<file path="src/rtl/dot_product_seq_ctrl_if.sv">
// dot_product_seq_ctrl_if: load, operand, datapath and result signals of the dot-product sequencer
interface dot_product_seq_ctrl_if #(
  parameter int N = 8,
  parameter int M = 8,
  parameter int A = 10,
  parameter int S = 48
);
  logic             i_ld_valid;
  logic [A-1:0]     i_ld_addr;
  logic [M*N-1:0]   i_ld_data;
  logic             o_ld_ready;
  logic             i_start;
  logic [A-1:0]     i_base;
  logic [A-1:0]     i_len;
  logic             i_a_valid;
  logic [M*N-1:0]   i_a;
  logic             o_a_ready;
  logic [M*N-1:0]   o_dp_b;
  logic [A-1:0]     o_dp_b_addr;
  logic             o_dp_wren;
  logic [M*N-1:0]   o_dp_a;
  logic             o_dp_first;
  logic             o_dp_last;
  logic [S-1:0]     i_dp_sum;
  logic             i_dp_valid;
  logic [S-1:0]     o_sum;
  logic             o_sum_valid;
  logic             o_busy;
  logic             o_err;
  modport master (
    output i_ld_valid, i_ld_addr, i_ld_data, i_start, i_base, i_len, i_a_valid, i_a, i_dp_sum, i_dp_valid,
    input  o_ld_ready, o_a_ready, o_dp_b, o_dp_b_addr, o_dp_wren, o_dp_a, o_dp_first, o_dp_last,
           o_sum, o_sum_valid, o_busy, o_err
  );
  modport slave (
    input  i_ld_valid, i_ld_addr, i_ld_data, i_start, i_base, i_len, i_a_valid, i_a, i_dp_sum, i_dp_valid,
    output o_ld_ready, o_a_ready, o_dp_b, o_dp_b_addr, o_dp_wren, o_dp_a, o_dp_first, o_dp_last,
           o_sum, o_sum_valid, o_busy, o_err
  );
endinterface

</file>
<file path="src/rtl/dot_product_seq_ctrl.sv">
// dot_product_seq_ctrl: loads B into BRAM, streams A items with B addresses to the datapath, captures the result
module dot_product_seq_ctrl #(
  parameter int N   = 8,
  parameter int M   = 8,
  parameter int A   = 10,
  parameter int S   = 48,
  parameter int TMO = 64
) (
  input logic                 i_clk,
  input logic                 i_reset,
  dot_product_seq_ctrl_if.slave bus
);
  localparam int W  = M * N;
  localparam int TW = $clog2(TMO + 1);
  typedef enum logic [1:0] {IDLE, RUN, DRAIN} state_t;
  state_t        state_q;
  logic [W-1:0]  dp_b_q, dp_a_q;
  logic [A-1:0]  dp_b_addr_q, base_q, len_q, k_q;
  logic          dp_wren_q, dp_first_q, dp_last_q, sum_valid_q, err_q;
  logic [S-1:0]  sum_q;
  logic [TW-1:0] tmo_q;
  always_ff @(posedge i_clk) begin
    if (i_reset) begin
      state_q     <= IDLE;
      dp_b_q      <= '0;
      dp_a_q      <= '0;
      dp_b_addr_q <= '0;
      base_q      <= '0;
      len_q       <= '0;
      k_q         <= '0;
      dp_wren_q   <= 1'b0;
      dp_first_q  <= 1'b0;
      dp_last_q   <= 1'b0;
      sum_valid_q <= 1'b0;
      err_q       <= 1'b0;
      sum_q       <= '0;
      tmo_q       <= '0;
    end else begin
      dp_wren_q   <= 1'b0;
      dp_first_q  <= 1'b0;
      dp_last_q   <= 1'b0;
      sum_valid_q <= 1'b0;
      err_q       <= 1'b0;
      case (state_q)
        IDLE: begin
          if (bus.i_ld_valid) begin
            dp_wren_q   <= 1'b1;
            dp_b_q      <= bus.i_ld_data;
            dp_b_addr_q <= bus.i_ld_addr;
          end
          if (bus.i_start) begin
            base_q  <= bus.i_base;
            len_q   <= bus.i_len;
            k_q     <= '0;
            state_q <= RUN;
          end
        end
        RUN: if (bus.i_a_valid) begin
          dp_a_q      <= bus.i_a;
          dp_b_addr_q <= base_q + k_q;
          dp_first_q  <= k_q == '0;
          dp_last_q   <= k_q == len_q;
          k_q         <= k_q + 1'b1;
          if (k_q == len_q) begin
            state_q <= DRAIN;
            tmo_q   <= '0;
          end
        end
        DRAIN: if (bus.i_dp_valid) begin
          sum_q       <= bus.i_dp_sum;
          sum_valid_q <= 1'b1;
          state_q     <= IDLE;
        end else if (tmo_q == TW'(TMO - 1)) begin
          err_q   <= 1'b1;
          state_q <= IDLE;
        end else begin
          tmo_q <= tmo_q + 1'b1;
        end
        default: state_q <= IDLE;
      endcase
    end
  end
  assign bus.o_ld_ready  = state_q == IDLE;
  assign bus.o_a_ready   = state_q == RUN;
  assign bus.o_busy      = state_q != IDLE;
  assign bus.o_dp_b      = dp_b_q;
  assign bus.o_dp_b_addr = dp_b_addr_q;
  assign bus.o_dp_wren   = dp_wren_q;
  assign bus.o_dp_a      = dp_a_q;
  assign bus.o_dp_first  = dp_first_q;
  assign bus.o_dp_last   = dp_last_q;
  assign bus.o_sum       = sum_q;
  assign bus.o_sum_valid = sum_valid_q;
  assign bus.o_err       = err_q;
endmodule

</file>
<file path="src/flat_wrapper.sv">
// flat-port wrapper written by rule: the top's interface ports become plain ports
module dot_product_seq_ctrl_flat 
#(
  parameter int N   = 8,
  parameter int M   = 8,
  parameter int A   = 10,
  parameter int S   = 48,
  parameter int TMO = 64
)
  (i_clk, i_reset, bus_i_ld_valid, bus_i_ld_addr, bus_i_ld_data, bus_i_start, bus_i_base, bus_i_len, bus_i_a_valid, bus_i_a, bus_i_dp_sum, bus_i_dp_valid, bus_o_ld_ready, bus_o_a_ready, bus_o_dp_b, bus_o_dp_b_addr, bus_o_dp_wren, bus_o_dp_a, bus_o_dp_first, bus_o_dp_last, bus_o_sum, bus_o_sum_valid, bus_o_busy, bus_o_err);
  dot_product_seq_ctrl_if #(.N(N), .M(M), .A(A), .S(S)) bus_i ();
  input logic i_clk;
  input logic i_reset;
  input wire logic [$bits(bus_i.i_ld_valid)-1:0] bus_i_ld_valid;
  input wire logic [$bits(bus_i.i_ld_addr)-1:0] bus_i_ld_addr;
  input wire logic [$bits(bus_i.i_ld_data)-1:0] bus_i_ld_data;
  input wire logic [$bits(bus_i.i_start)-1:0] bus_i_start;
  input wire logic [$bits(bus_i.i_base)-1:0] bus_i_base;
  input wire logic [$bits(bus_i.i_len)-1:0] bus_i_len;
  input wire logic [$bits(bus_i.i_a_valid)-1:0] bus_i_a_valid;
  input wire logic [$bits(bus_i.i_a)-1:0] bus_i_a;
  input wire logic [$bits(bus_i.i_dp_sum)-1:0] bus_i_dp_sum;
  input wire logic [$bits(bus_i.i_dp_valid)-1:0] bus_i_dp_valid;
  output wire logic [$bits(bus_i.o_ld_ready)-1:0] bus_o_ld_ready;
  output wire logic [$bits(bus_i.o_a_ready)-1:0] bus_o_a_ready;
  output wire logic [$bits(bus_i.o_dp_b)-1:0] bus_o_dp_b;
  output wire logic [$bits(bus_i.o_dp_b_addr)-1:0] bus_o_dp_b_addr;
  output wire logic [$bits(bus_i.o_dp_wren)-1:0] bus_o_dp_wren;
  output wire logic [$bits(bus_i.o_dp_a)-1:0] bus_o_dp_a;
  output wire logic [$bits(bus_i.o_dp_first)-1:0] bus_o_dp_first;
  output wire logic [$bits(bus_i.o_dp_last)-1:0] bus_o_dp_last;
  output wire logic [$bits(bus_i.o_sum)-1:0] bus_o_sum;
  output wire logic [$bits(bus_i.o_sum_valid)-1:0] bus_o_sum_valid;
  output wire logic [$bits(bus_i.o_busy)-1:0] bus_o_busy;
  output wire logic [$bits(bus_i.o_err)-1:0] bus_o_err;
  assign bus_i.i_ld_valid = bus_i_ld_valid;
  assign bus_i.i_ld_addr = bus_i_ld_addr;
  assign bus_i.i_ld_data = bus_i_ld_data;
  assign bus_i.i_start = bus_i_start;
  assign bus_i.i_base = bus_i_base;
  assign bus_i.i_len = bus_i_len;
  assign bus_i.i_a_valid = bus_i_a_valid;
  assign bus_i.i_a = bus_i_a;
  assign bus_i.i_dp_sum = bus_i_dp_sum;
  assign bus_i.i_dp_valid = bus_i_dp_valid;
  assign bus_o_ld_ready = bus_i.o_ld_ready;
  assign bus_o_a_ready = bus_i.o_a_ready;
  assign bus_o_dp_b = bus_i.o_dp_b;
  assign bus_o_dp_b_addr = bus_i.o_dp_b_addr;
  assign bus_o_dp_wren = bus_i.o_dp_wren;
  assign bus_o_dp_a = bus_i.o_dp_a;
  assign bus_o_dp_first = bus_i.o_dp_first;
  assign bus_o_dp_last = bus_i.o_dp_last;
  assign bus_o_sum = bus_i.o_sum;
  assign bus_o_sum_valid = bus_i.o_sum_valid;
  assign bus_o_busy = bus_i.o_busy;
  assign bus_o_err = bus_i.o_err;
  dot_product_seq_ctrl #(.N(N), .M(M), .A(A), .S(S), .TMO(TMO)) u_core (.i_clk(i_clk), .i_reset(i_reset), .bus(bus_i));
endmodule
</file>
<file path="config.mk">
export PLATFORM = sky130hd
export DESIGN_NAME = dot_product_seq_ctrl_flat
export DESIGN_NICKNAME = d
export VERILOG_FILES = /design/src/rtl/dot_product_seq_ctrl_if.sv /design/src/rtl/dot_product_seq_ctrl.sv /design/src/flat_wrapper.sv
export SDC_FILE = /design/constraint.sdc
export NUM_CORES = 1
export LEC_CHECK = 0
export BUFFER_PORTS_ARGS = -buffer_cell sky130_fd_sc_hd__buf_2
export CAP_MARGIN = 0
export CORE_AREA = 4 4 157 159
export CTS_CLUSTER_DIAMETER = 100
export DETAILED_ROUTE_END_ITERATION = 7
export DIE_AREA = 0 0 161 163
export PLACE_DENSITY = 0.7
export RECOVER_POWER = 100
export SYNTH_ARGS = -nofsm -noshare
export SYNTH_HDL_FRONTEND = slang
export SYNTH_SLANG_ARGS = --single-unit
</file>
<file path="constraint.sdc">
create_clock -name i_clk -period 3.9 [get_ports i_clk]
set_input_delay 0.585 -clock i_clk [delete_from_list [all_inputs] [get_ports i_clk]]
set_output_delay 0.585 -clock i_clk [all_outputs]
set_load 0.01 [all_outputs]
</file>
# Yosys cells after proc, flatten, opt, wreduce, memory -nomap -nowiden
# Index checks and enable logic that the tools add are counted.
# word_totals
reg_bits	230
wordCells	69
output_inout_bits	194
input_bits	212
# op_classes
addsub	3
n_bitwise	4
eq_ne	11
reduce_logical	17
n_mux	20
# op_table
cell	count
two-way mux 10 bit	4
case mux 10 bit (2 select lines)	2
two-way mux 7 bit	4
case mux 7 bit (2 select lines)	1
adder 10 x 1 -> 10 bit (second input constant)	1
adder 10 bit	1
equality test 10 bit	1
zero test 10 bit	1
two-way mux 2 bit	5
!= test 2 bit (second input constant)	5
AND reduction 2 bit	4
adder 7 x 1 -> 7 bit (second input constant)	1
equality test 7 x 6 -> 1 bit (second input constant)	1
case mux 2 bit (3 select lines)	1
AND reduction 3 bit	2
nonzero test 2 bit	3
OR reduction 3 bit	2
AND reduction 5 bit	1
inverter 1 bit	4
AND reduction 4 bit	1
OR reduction 2 bit	2
two-way mux 1 bit	3
!= test 3 x 2 -> 1 bit (second input constant)	1
equality test 2 x 1 -> 1 bit (second input constant)	1
other kinds (3)	3

# Logic depth before layout (Yosys ltp)
# Gate-level depths: netlist of run 1.
# depth
ltp_word	4
mapped_depth	8
mapped_depth_nobuf	8

# Worst setup path before layout of run 1
# OpenSTA, ideal clock, no wires.
# synth_timing
kind	register to register
startpoint	reg u_core.k_q[0]
endpoint	reg u_core.dp_b_addr_q[6], in the netlist u_core.bus.o_dp_b_addr[6]
stages_incl_launch_ff	9
t_arrival_ps	2022
period_less_slack_ps	2135
setup_ps	112
slack_ps	1765
cell_sequence	dfxtp_1 ha_1 fa_1 a21o_1 a21oi_1 o21bai_1 a21oi_1 xor2_1 a2111oi_1
# synth_via
elab_chain_cells	3
# synth_rtl
item	line_no	text
from (decl)	dot_product_seq_ctrl.sv:18	logic [A-1:0] dp_b_addr_q, base_q, len_q, k_q;
from (signal assigned)	dot_product_seq_ctrl.sv:63	k_q <= k_q + 1'b1;
adder 10 bit	dot_product_seq_ctrl.sv:60	dp_b_addr_q <= base_q + k_q;
two-way mux 10 bit	dot_product_seq_ctrl.sv:58	RUN: if (bus.i_a_valid) begin
case mux 10 bit (2 select lines)	dot_product_seq_ctrl.sv:44	case (state_q)
to (signal assigned)	dot_product_seq_ctrl.sv:49	dp_b_addr_q <= bus.i_ld_addr;
to (signal assigned)	dot_product_seq_ctrl.sv:60	
to (decl)	dot_product_seq_ctrl.sv:18	
# No other way between the ends. The select of a mux whose other input is x is not followed.
# A chain may end at the register's enable or synchronous reset.

# Worst setup path in the final report of run 1
# layout_timing
startpoint	reg u_core.state_q[1]
endpoint	reg u_core.dp_b_addr_q[5], in the netlist u_core.bus.o_dp_b_addr[5]
# layout_via
elab_chain_cells	3
elab_cells_between_ends	7
# layout_rtl
item	line_no	text
from (decl)	dot_product_seq_ctrl.sv:16	state_t state_q;
from (signal assigned)	dot_product_seq_ctrl.sv:24	state_q <= IDLE;
from (signal assigned)	dot_product_seq_ctrl.sv:55	state_q <= RUN;
from (signal assigned)	dot_product_seq_ctrl.sv:65	state_q <= DRAIN;
equality test 2 x 1 -> 1 bit or zero test 2 bit (tied branches)	dot_product_seq_ctrl.sv:44	
!= test 2 bit (no source line) or nonzero test 2 bit (tied branches)	-	
AND reduction 3 bit (no source line)	-	
# Parallel ways exist; a longest one is shown, timed or not.

==> metrics.log, run 1 <==
[metrics] cell with the most instances after synthesis: nand2_1
[metrics] Final min period: ~3 ns
[metrics] fraction of layout instances using a drive strength above 1: 18.1%
[metrics] Net count, final: approximately 1700
[metrics] Die Outline Area: ~26000 µm²
[metrics] fraction of synthesis flops using an asynchronous set or reset pin: 0%
[metrics] syn avg cell area: about 7.9 µm²
[metrics] highest-delay cell along the critical path: clkbuf_2
[metrics] Setup crit end kind: flip-flop
[metrics] initial core utilization: between 30% and 40%
[metrics] max-cap violation count: 2
[metrics] Top Ports: slightly above 400
[metrics] Row Count: 56
[metrics] worst IR drop on VDD: 0.317 mV
[metrics] number of clock buffers inserted by TritonCTS: 26
[metrics] remaining antenna violation count after routing: 0
[metrics] core region area: between 20000 and 25000 µm²
[metrics] destination of the worst hold path: u_core.bus.o_err
[metrics] most instantiated flip-flop cell in the synthesis netlist: dfxtp_1
[metrics] global router's overall resource usage: approximately a fifth
[metrics] synthesized net count: approximately 1300
[metrics] Reg-to-Reg End: u_core.bus.o_dp_b_addr[5]
[metrics] H-tree depth: 1
[metrics] startpoint type of the worst setup path: flip-flop
[metrics] arrival time reported for the critical path endpoint: about 3.4 ns
[metrics] top cell type's share of synthesized area: 53.1%
[metrics] Ant. Diodes: 0
[metrics] drt first-iter violations: between 600 and 700
[metrics] maximum fanout encountered on the critical timing path: 56
[metrics] Slowest Stage Delay on Critical Path: roughly 0.9 ns
[metrics] number of enable flip-flop cells after synthesis: 0
[metrics] cell count after synthesis: ~1100
[metrics] sinks on the clock net: 230
[metrics] number of endpoints failing setup at the final stage: 0
[metrics] Slew headroom: -73.1%
[metrics] CTS clk-pin slew, worst paths: approximately 0.060 ns
[metrics] final setup TNS: 0 ns
[metrics] Cell Int Power: just over 4 mW
[metrics] first-pass GRT wire length: between 40 and 50 mm
[metrics] leading cell types by count after synthesis: nand2_1, dfxtp_1, a21oi_1, clkbuf_1, nor2_1
[metrics] mean routed wirelength per cell: 15.0 µm
[metrics] launch point of the worst reg-to-reg path: u_core.state_q[1]
[metrics] clock tree from TritonCTS: yes
[metrics] Buffers on Ports: about 410
[metrics] vias after detailed routing: approximately 8600
[metrics] number of global-route vias before repair: between 8000 and 9000
[metrics] number of pins exceeding their max-slew limit in the final report: 169
[metrics] kind of critical path: reg2reg
[metrics] count of unique library cells instantiated by Yosys: 49
[metrics] Post-Route Skew: about 0.017 ns
[metrics] share of the clock period used by the worst path after layout: 75.8%
[metrics] DIE HEIGHT: 163 µm
[metrics] Bufs on Longest Clock Path: 3
[metrics] Placer Congestion: 0.856
[metrics] antenna violations before repair: 2
[metrics] DP Wirelength: a little under 20 mm
[metrics] data required time of the critical path: around 4.3 ns
[metrics] per-cell via count in the routed design: 4.76
[metrics] critical path, cell by cell: nand2b_1 > inv_1 > nand2_2 > clkbuf_2 > nor2_1 > nor4_1
[metrics] worst slack at placement: 1.44 ns
[metrics] number of buffers inserted by hold repair at cts: 0
[metrics] number of flip-flops and latches in the synthesized netlist: 230
[metrics] power share of the sequential group: a little under half
[metrics] number of setup buffers added after CTS: 0
[metrics] class of the most critical hold timing path: in2reg
[metrics] worst hold slack after final layout: about 0.28 ns
[metrics] Slew @ Worst Pin: around 2.6 ns
[metrics] area delta synth->final: 31.8%
[metrics] post-cts resize count: 0
[metrics] cell area after synthesis: approximately 8700 µm²
[metrics] biggest area consumer among synthesized cells: dfxtp_1
[metrics] Gate power share: 11.2%
[metrics] cell types occupying the most area after synthesis: dfxtp_1, nand2_1, a21oi_1
[metrics] failing checks: max-capacitance violations, max-slew violations
[metrics] Hold Path Depth: 2
[metrics] unrepaired setup endpoints after global routing: false
[metrics] status: complete, but fails checks
[metrics] maximum achievable frequency: 338 MHz
[metrics] total wire length after detailed routing: 26.9 mm
[metrics] part of the power in the clock network: a little over two fifths
[metrics] switch share: between 20% and 30%
[metrics] detailed-route DRC error count: 0
[metrics] clock latency reported for the late side of the worst-skew pair: between 0.5 and 0.6 ns
[metrics] HP Start: bus_i_dp_valid
[metrics] net switching power of the design: 1.41 mW
[metrics] share of the yosys chip area belonging to registers: a little over half
[metrics] Static Leakage: 4.54 nW
[metrics] setup slack on the worst flop-to-flop path: between 0.9 and 1 ns
[metrics] maximum number of pins on one net before global-route repair: between 100 and 150
[metrics] Overflow after GRT: 0
[metrics] clock root buffer: clkbuf_16
[metrics] yosys warns: 0
[metrics] depth of the most critical reg-to-reg path: 6
[metrics] final hold viol count: 0
[metrics] cell family contributing the most delay on the critical path: simple AND/OR/NAND/NOR gates
[metrics] number of buffers and inverters on the critical path: 2
[metrics] pwr/cell area: between 400 and 500 nW/µm²
[metrics] final critical-path setup slack: around 0.94 ns
[metrics] Chip Width: between 150 and 200 µm
[metrics] detailed-routing iteration count for the pre-antenna-repair pass: 4
power by group through the flow:
stage / clock [mW] / sequential [mW] / combinational, mW
after global placement: 0 / 2.57 / 0.643
after global routing: 2.54 / 2.54 / 0.699
final: 2.37 / 2.53 / 0.620
after detailed placement: 0 / 2.58 / 0.652
after CTS: 2.43 / 2.53 / 0.653
after floorplan: 0 / 2.62 / 0.312
worst register-to-register path: stages, from the launching register on:
cell and delay, ns:
dfxtp_1 0.42, nand2b_1 0.46, inv_1 0.29, nand2_2 0.37
clkbuf_2 0.90, nor2_1 0.13, nor4_1 0.27
sequential cells by signal, summed over array words and instances (netlist names):
| signal | cells |
|---|---|
| u_core.len_q | 10 |
| u_core.base_q | 10 |
| u_core.bus.o_dp_b | 64 |
| u_core.k_q | 10 |
| u_core.bus.o_sum | 48 |
| u_core.bus.o_dp_wren | 1 |
| u_core.bus.o_dp_b_addr | 10 |
| u_core.bus.o_sum_valid | 1 |
| u_core.bus.o_dp_a | 64 |
| u_core.tmo_q | 7 |
| u_core.state_q | 2 |
| u_core.bus.o_dp_first | 1 |
| u_core.bus.o_dp_last | 1 |
| u_core.bus.o_err | 1 |
stage by stage:
stage | area (µm²) | power (mW) | utilization, % | instances
after floorplan | 8680 | 2.93 | - | 1095
after global placement | 10900 | 3.22 | 46.7 | 1752
after detailed placement | 10900 | 3.23 | 46.7 | 1752
after CTS | 11700 | 5.61 | 50.3 | 1796
after global routing | 11400 | 5.78 | 49.2 | 1796
final | 11400 | 5.52 | 49.2 | 1796
routing by layer:
metal	global-route usage, %	routed length (µm)	vias to the layer above
met5	0	14	-
met4	6.24	727	4
met3	6.07	2540	51
met2	32.0	12800	350
met1	23.3	10800	3839
li1	-	-	4308
layout by cell type, fill, tap and decap left out, drive strengths merged, types with 2 or more instances in the layout:
cell type,Yosys,layout
or2,3,3
and3,5,5
nor4b,2,2
nand2b,5,5
nand2,410,410
buf,31,216
nor4,8,8
and2,2,2
inv,8,9
o21bai,2,2
nor2,41,41
nand3,7,7
dfxtp,230,230
nor3,10,10
ha,12,12
clkinv,0,4
xnor2,8,8
nor3b,2,2
a21oi,209,209
clkbuf,42,232
xor2,20,20
a21o,3,3
o21ai,5,5
and4,2,2
a211oi,2,2
nor2b,2,2
nand4,7,7
a311oi,3,3
worst max path at each step:
| stage | depth (start not counted) | to | start |
|---|---|---|---|
| final | 6 | u_core.bus.o_dp_b_addr[5] | u_core.state_q[1] |
| after global routing | 6 | u_core.bus.o_dp_b_addr[5] | u_core.state_q[1] |
| after CTS | 6 | u_core.bus.o_dp_b_addr[5] | u_core.state_q[1] |
| after detailed placement | 6 | u_core.bus.o_dp_b_addr[5] | u_core.state_q[1] |
| after global placement | 6 | u_core.bus.o_dp_b_addr[5] | u_core.state_q[1] |
| after floorplan | 8 | u_core.bus.o_dp_b_addr[6] | u_core.k_q[0] |
area by class of cell:
class	instances	area, µm²
Fill cell	2383	11800
Sequential cell	230	4600
Multi-Input combinational cell	784	3730
Timing Repair Buffer	411	1840
Clock buffer	37	763
Tap cell	319	399
Clock inverter	7	70.1
Inverter	8	30.0
cell families after synthesis:
family                     share of synthesized area [%]
muxes                                              0.245
adders and majority gates                           1.96
xor gates and xnor gates                            2.83
DFF                                                 53.1
AOI/OAI and AO/OA                                   14.1
buffers and inverters                               4.01
and+or+nand+nor                                     23.8
Note: power is estimated with default switching activity, not from simulation.
==> run 2, diff against run 1 <==
--- a/config.mk
+++ b/config.mk
@@ -11,7 +11,7 @@
 export CTS_CLUSTER_DIAMETER = 100
 export DETAILED_ROUTE_END_ITERATION = 7
 export DIE_AREA = 0 0 161 163
-export PLACE_DENSITY = 0.7
+export PLACE_DENSITY = 0.73
 export RECOVER_POWER = 100
 export SYNTH_ARGS = -nofsm -noshare
 export SYNTH_HDL_FRONTEND = slang
==> constraint.sdc (replaced) <==
create_clock -name i_clk -period 2.65 [get_ports i_clk]
set_input_delay 0.3975 -clock i_clk [delete_from_list [all_inputs] [get_ports i_clk]]
set_output_delay 0.3975 -clock i_clk [all_outputs]
set_load 0.01 [all_outputs]
==> metrics.log, run 2 (same netlist as run 1, synthesis figures left out) <==
[metrics] status: finished clean (was complete, but fails checks)
[metrics] Cell Int Power: 5.91 mW (was 4.12 mW)
[metrics] Cell Area, Placed: 11000 µm² (was 10900 µm²)
[metrics] final hold viol count: 0 (unchanged)
[metrics] number of global-route vias before repair: 8262 (was 8079)
[metrics] arrival time reported for the critical path endpoint: 2.78 ns (was 3.37 ns)
[metrics] vias after detailed routing: 8667 (was 8552)
[metrics] unrepaired setup endpoints after global routing: false (unchanged)
[metrics] most frequent standard cell in the layout excluding fill and tap cells: nand2_1 (unchanged)
[metrics] Slew @ Worst Pin: 1.09 ns (was 2.60 ns)
[metrics] maximum achievable frequency: 422 MHz (was 338 MHz)
[metrics] overall power of the completed layout: 8.00 mW (was 5.52 mW)
[metrics] DIE HEIGHT: 163 µm (unchanged)
[metrics] area delta synth->final: 32.2% (was 31.8%)
[metrics] Slew headroom: 27.0% (was -73.1%)
[metrics] class of the most critical hold timing path: in2reg (unchanged)
[metrics] most frequent cell on the critical path: a21oi_1
[metrics] highest-delay cell along the critical path: fa_1 (was clkbuf_2)
[metrics] sinks on the clock net: 230 (unchanged)
[metrics] maximum fanout encountered on the critical timing path: 7 (was 56)
[metrics] clock root buffer: clkbuf_16 (unchanged)
[metrics] Reg-to-Reg End: u_core.bus.o_dp_b_addr[6] (was u_core.bus.o_dp_b_addr[5])
[metrics] Overflow after GRT: 0 (unchanged)
[metrics] antenna violations before repair: 1 (was 2)
[metrics] clock latency reported for the late side of the worst-skew pair: 0.52 ns (about the same)
[metrics] number of endpoints failing setup at the final stage: 0 (unchanged)
[metrics] Post-Route Skew: 0.0160 ns (was 0.0175 ns)
[metrics] Buffers on Ports: 405 (unchanged)
[metrics] leading cell types in the layout, fill and taps excluded: nand2_1, dfxtp_1, buf_2, a21oi_1, clkbuf_1 (unchanged)
[metrics] switch share: 26.1% (was 25.5%)
[metrics] worst slack at placement: 0.300 ns (was 1.44 ns)
[metrics] end point of the critical path: u_core.bus.o_dp_b_addr[6] (was u_core.bus.o_dp_b_addr[5])
[metrics] max-cap violation count: 0 (was 2)
[metrics] initial core utilization: 37.3% (unchanged)
[metrics] fraction of layout instances using a drive strength above 1: 18.2% (was 18.1%)
[metrics] Static Leakage: 4.56 nW (was 4.54 nW)
[metrics] Row Count: 56 (unchanged)
[metrics] clock tree from TritonCTS: yes (unchanged)
[metrics] power share of the sequential group: 46.5% (was 45.8%)
[metrics] Bufs on Longest Clock Path: 3 (unchanged)
[metrics] Placer Congestion: 0.876 (was 0.856)
[metrics] Setup crit end kind: flip-flop (unchanged)
[metrics] worst hold slack after final layout: 0.0773 ns (was 0.283 ns)
[metrics] global router's overall resource usage: 18.8% (was 19.1%)
[metrics] Final min period: 2.37 ns (was 2.96 ns)
[metrics] per-cell via count in the routed design: 4.80 (was 4.76)
[metrics] fillcell total: 2359 (was 2383)
[metrics] timing startpoint of the critical path: u_core.k_q[0] (was u_core.state_q[1])
[metrics] kind of critical path: reg2reg (unchanged)
[metrics] Top Ports: 406 (unchanged)
[metrics] part of the power in the clock network: 41.9% (was 42.9%)
[metrics] number of setup buffers added after CTS: 0 (unchanged)
[metrics] number of buffers inserted by hold repair at cts: 0 (unchanged)
[metrics] startpoint type of the worst setup path: flip-flop (unchanged)
[metrics] Ant. Diodes: 0 (unchanged)
[metrics] Slowest Stage Delay on Critical Path: 0.42 ns (was 0.90 ns)
[metrics] DP Wirelength: 19.3 mm (about the same)
[metrics] H-tree depth: 1 (unchanged)
[metrics] core region area: 23300 µm² (unchanged)
[metrics] pwr/cell area: 698 nW/µm² (was 483 nW/µm²)
[metrics] final critical-path setup slack: 0.283 ns (was 0.943 ns)
[metrics] share of the clock period used by the worst path after layout: 89.3% (was 75.8%)
[metrics] net switching power of the design: 2.09 mW (was 1.41 mW)
[metrics] detailed-routing iteration count for the pre-antenna-repair pass: 5 (was 4)
[metrics] post-route insts no fill: 1804 (was 1796)
[metrics] first-pass GRT wire length: 41.4 mm (was 41.6 mm)
[metrics] detailed-route DRC error count: 0 (unchanged)
[metrics] post-cts resize count: 0 (unchanged)
[metrics] remaining antenna violation count after routing: 0 (unchanged)
[metrics] CTS clk-pin slew, worst paths: 0.06 ns (about the same)
[metrics] data required time of the critical path: 3.06 ns (was 4.31 ns)
[metrics] Gate power share: 11.6% (was 11.2%)
[metrics] Placed Cells: 1761 (was 1752)
[metrics] Final Core Density: 49.3% (was 49.2%)
[metrics] mean routed wirelength per cell: 14.7 µm (was 15.0 µm)
[metrics] critical path, cell by cell: ha_1 > fa_1 > a21o_1 > a21oi_1 > o21bai_1 > a21oi_1 > xor2_1 > a2111oi_0 (was nand2b_1 > inv_1 > nand2_2 > clkbuf_2 > nor2_1 > nor4_1)
[metrics] launch point of the worst reg-to-reg path: u_core.k_q[0] (was u_core.state_q[1])
[metrics] final setup TNS: 0 ns (unchanged)
[metrics] maximum number of pins on one net before global-route repair: 107 (was 127)
[metrics] Chip Width: 161 µm (unchanged)
[metrics] fin area: 11500 µm² (was 11400 µm²)
[metrics] worst IR drop on VDD: 0.502 mV (was 0.317 mV)
[metrics] number of clock buffers inserted by TritonCTS: 26 (unchanged)
[metrics] setup slack on the worst flop-to-flop path: 0.28 ns (was 0.94 ns)
[metrics] Net count, final: 1695 (was 1686)
[metrics] Die Outline Area: 26200 µm² (unchanged)
[metrics] number of pins exceeding their max-slew limit in the final report: 0 (was 169)
[metrics] drt first-iter violations: 766 (was 610)
[metrics] depth of the most critical reg-to-reg path: 8 (was 6)
[metrics] total wire length after detailed routing: 26.6 mm (was 26.9 mm)
[run 2: how the worst min path moves through the flow]
| stage | startpoint | endpoint | cells past startpoint |
|---|---|---|---|
| floorplan | u_core.base_q[0] | u_core.base_q[0] | 2 |
| global placement | u_core.bus.o_dp_b[63] | u_core.bus.o_dp_b[63] | 2 |
| detailed placement | u_core.bus.o_dp_b[54] | u_core.bus.o_dp_b[54] | 2 |
| CTS | bus_i_dp_valid | u_core.bus.o_err | 2 |
| global route | bus_i_dp_valid | u_core.bus.o_err | 2 |
| finish | bus_i_dp_valid | u_core.bus.o_err | 2 |
[run 2: per-layer routing]
layer  vias to the layer above  routed length [µm]  track usage, %
met1                      3926               10800            22.7
met4                         2                 591            5.39
met3                        46                2470            5.82
li1                       4333                   -               -
met2                       360               12700            32.6
met5                         -                  13               0
[run 2: final cells by class]
cell class              instances  area (µm²)  share of cell area (%)
repair buffers                420        1920                    16.8
well taps                     319         399                    3.48
clock buffers                  33         728                    6.35
clock inverters                10        67.6                   0.589
multi-input cells             784        3720                    32.4
inverters                       8        30.0                   0.262
flip-flops and latches        230        4600                    40.1
[run 2: power groups by stage]
stage / sequential (mW) / clock (mW) / combinational, mW
2_1_floorplan: 3.86 / 0 / 0.460
3_3_place_gp: 3.79 / 0 / 0.972
3_5_place_dp: 3.79 / 0 / 0.984
4_1_cts: 3.72 / 3.43 / 0.989
5_1_grt: 3.74 / 3.58 / 1.04
6_report: 3.72 / 3.35 / 0.929
[run 2: critical path, delay by kind of cell (launching register included)]
| kind | cells | cell delay (ns) |
|---|---|---|
| compound gates | 5 | 1.13 |
| flops | 1 | 0.38 |
| xor+xnor | 1 | 0.08 |
| fa+ha+maj | 2 | 0.67 |
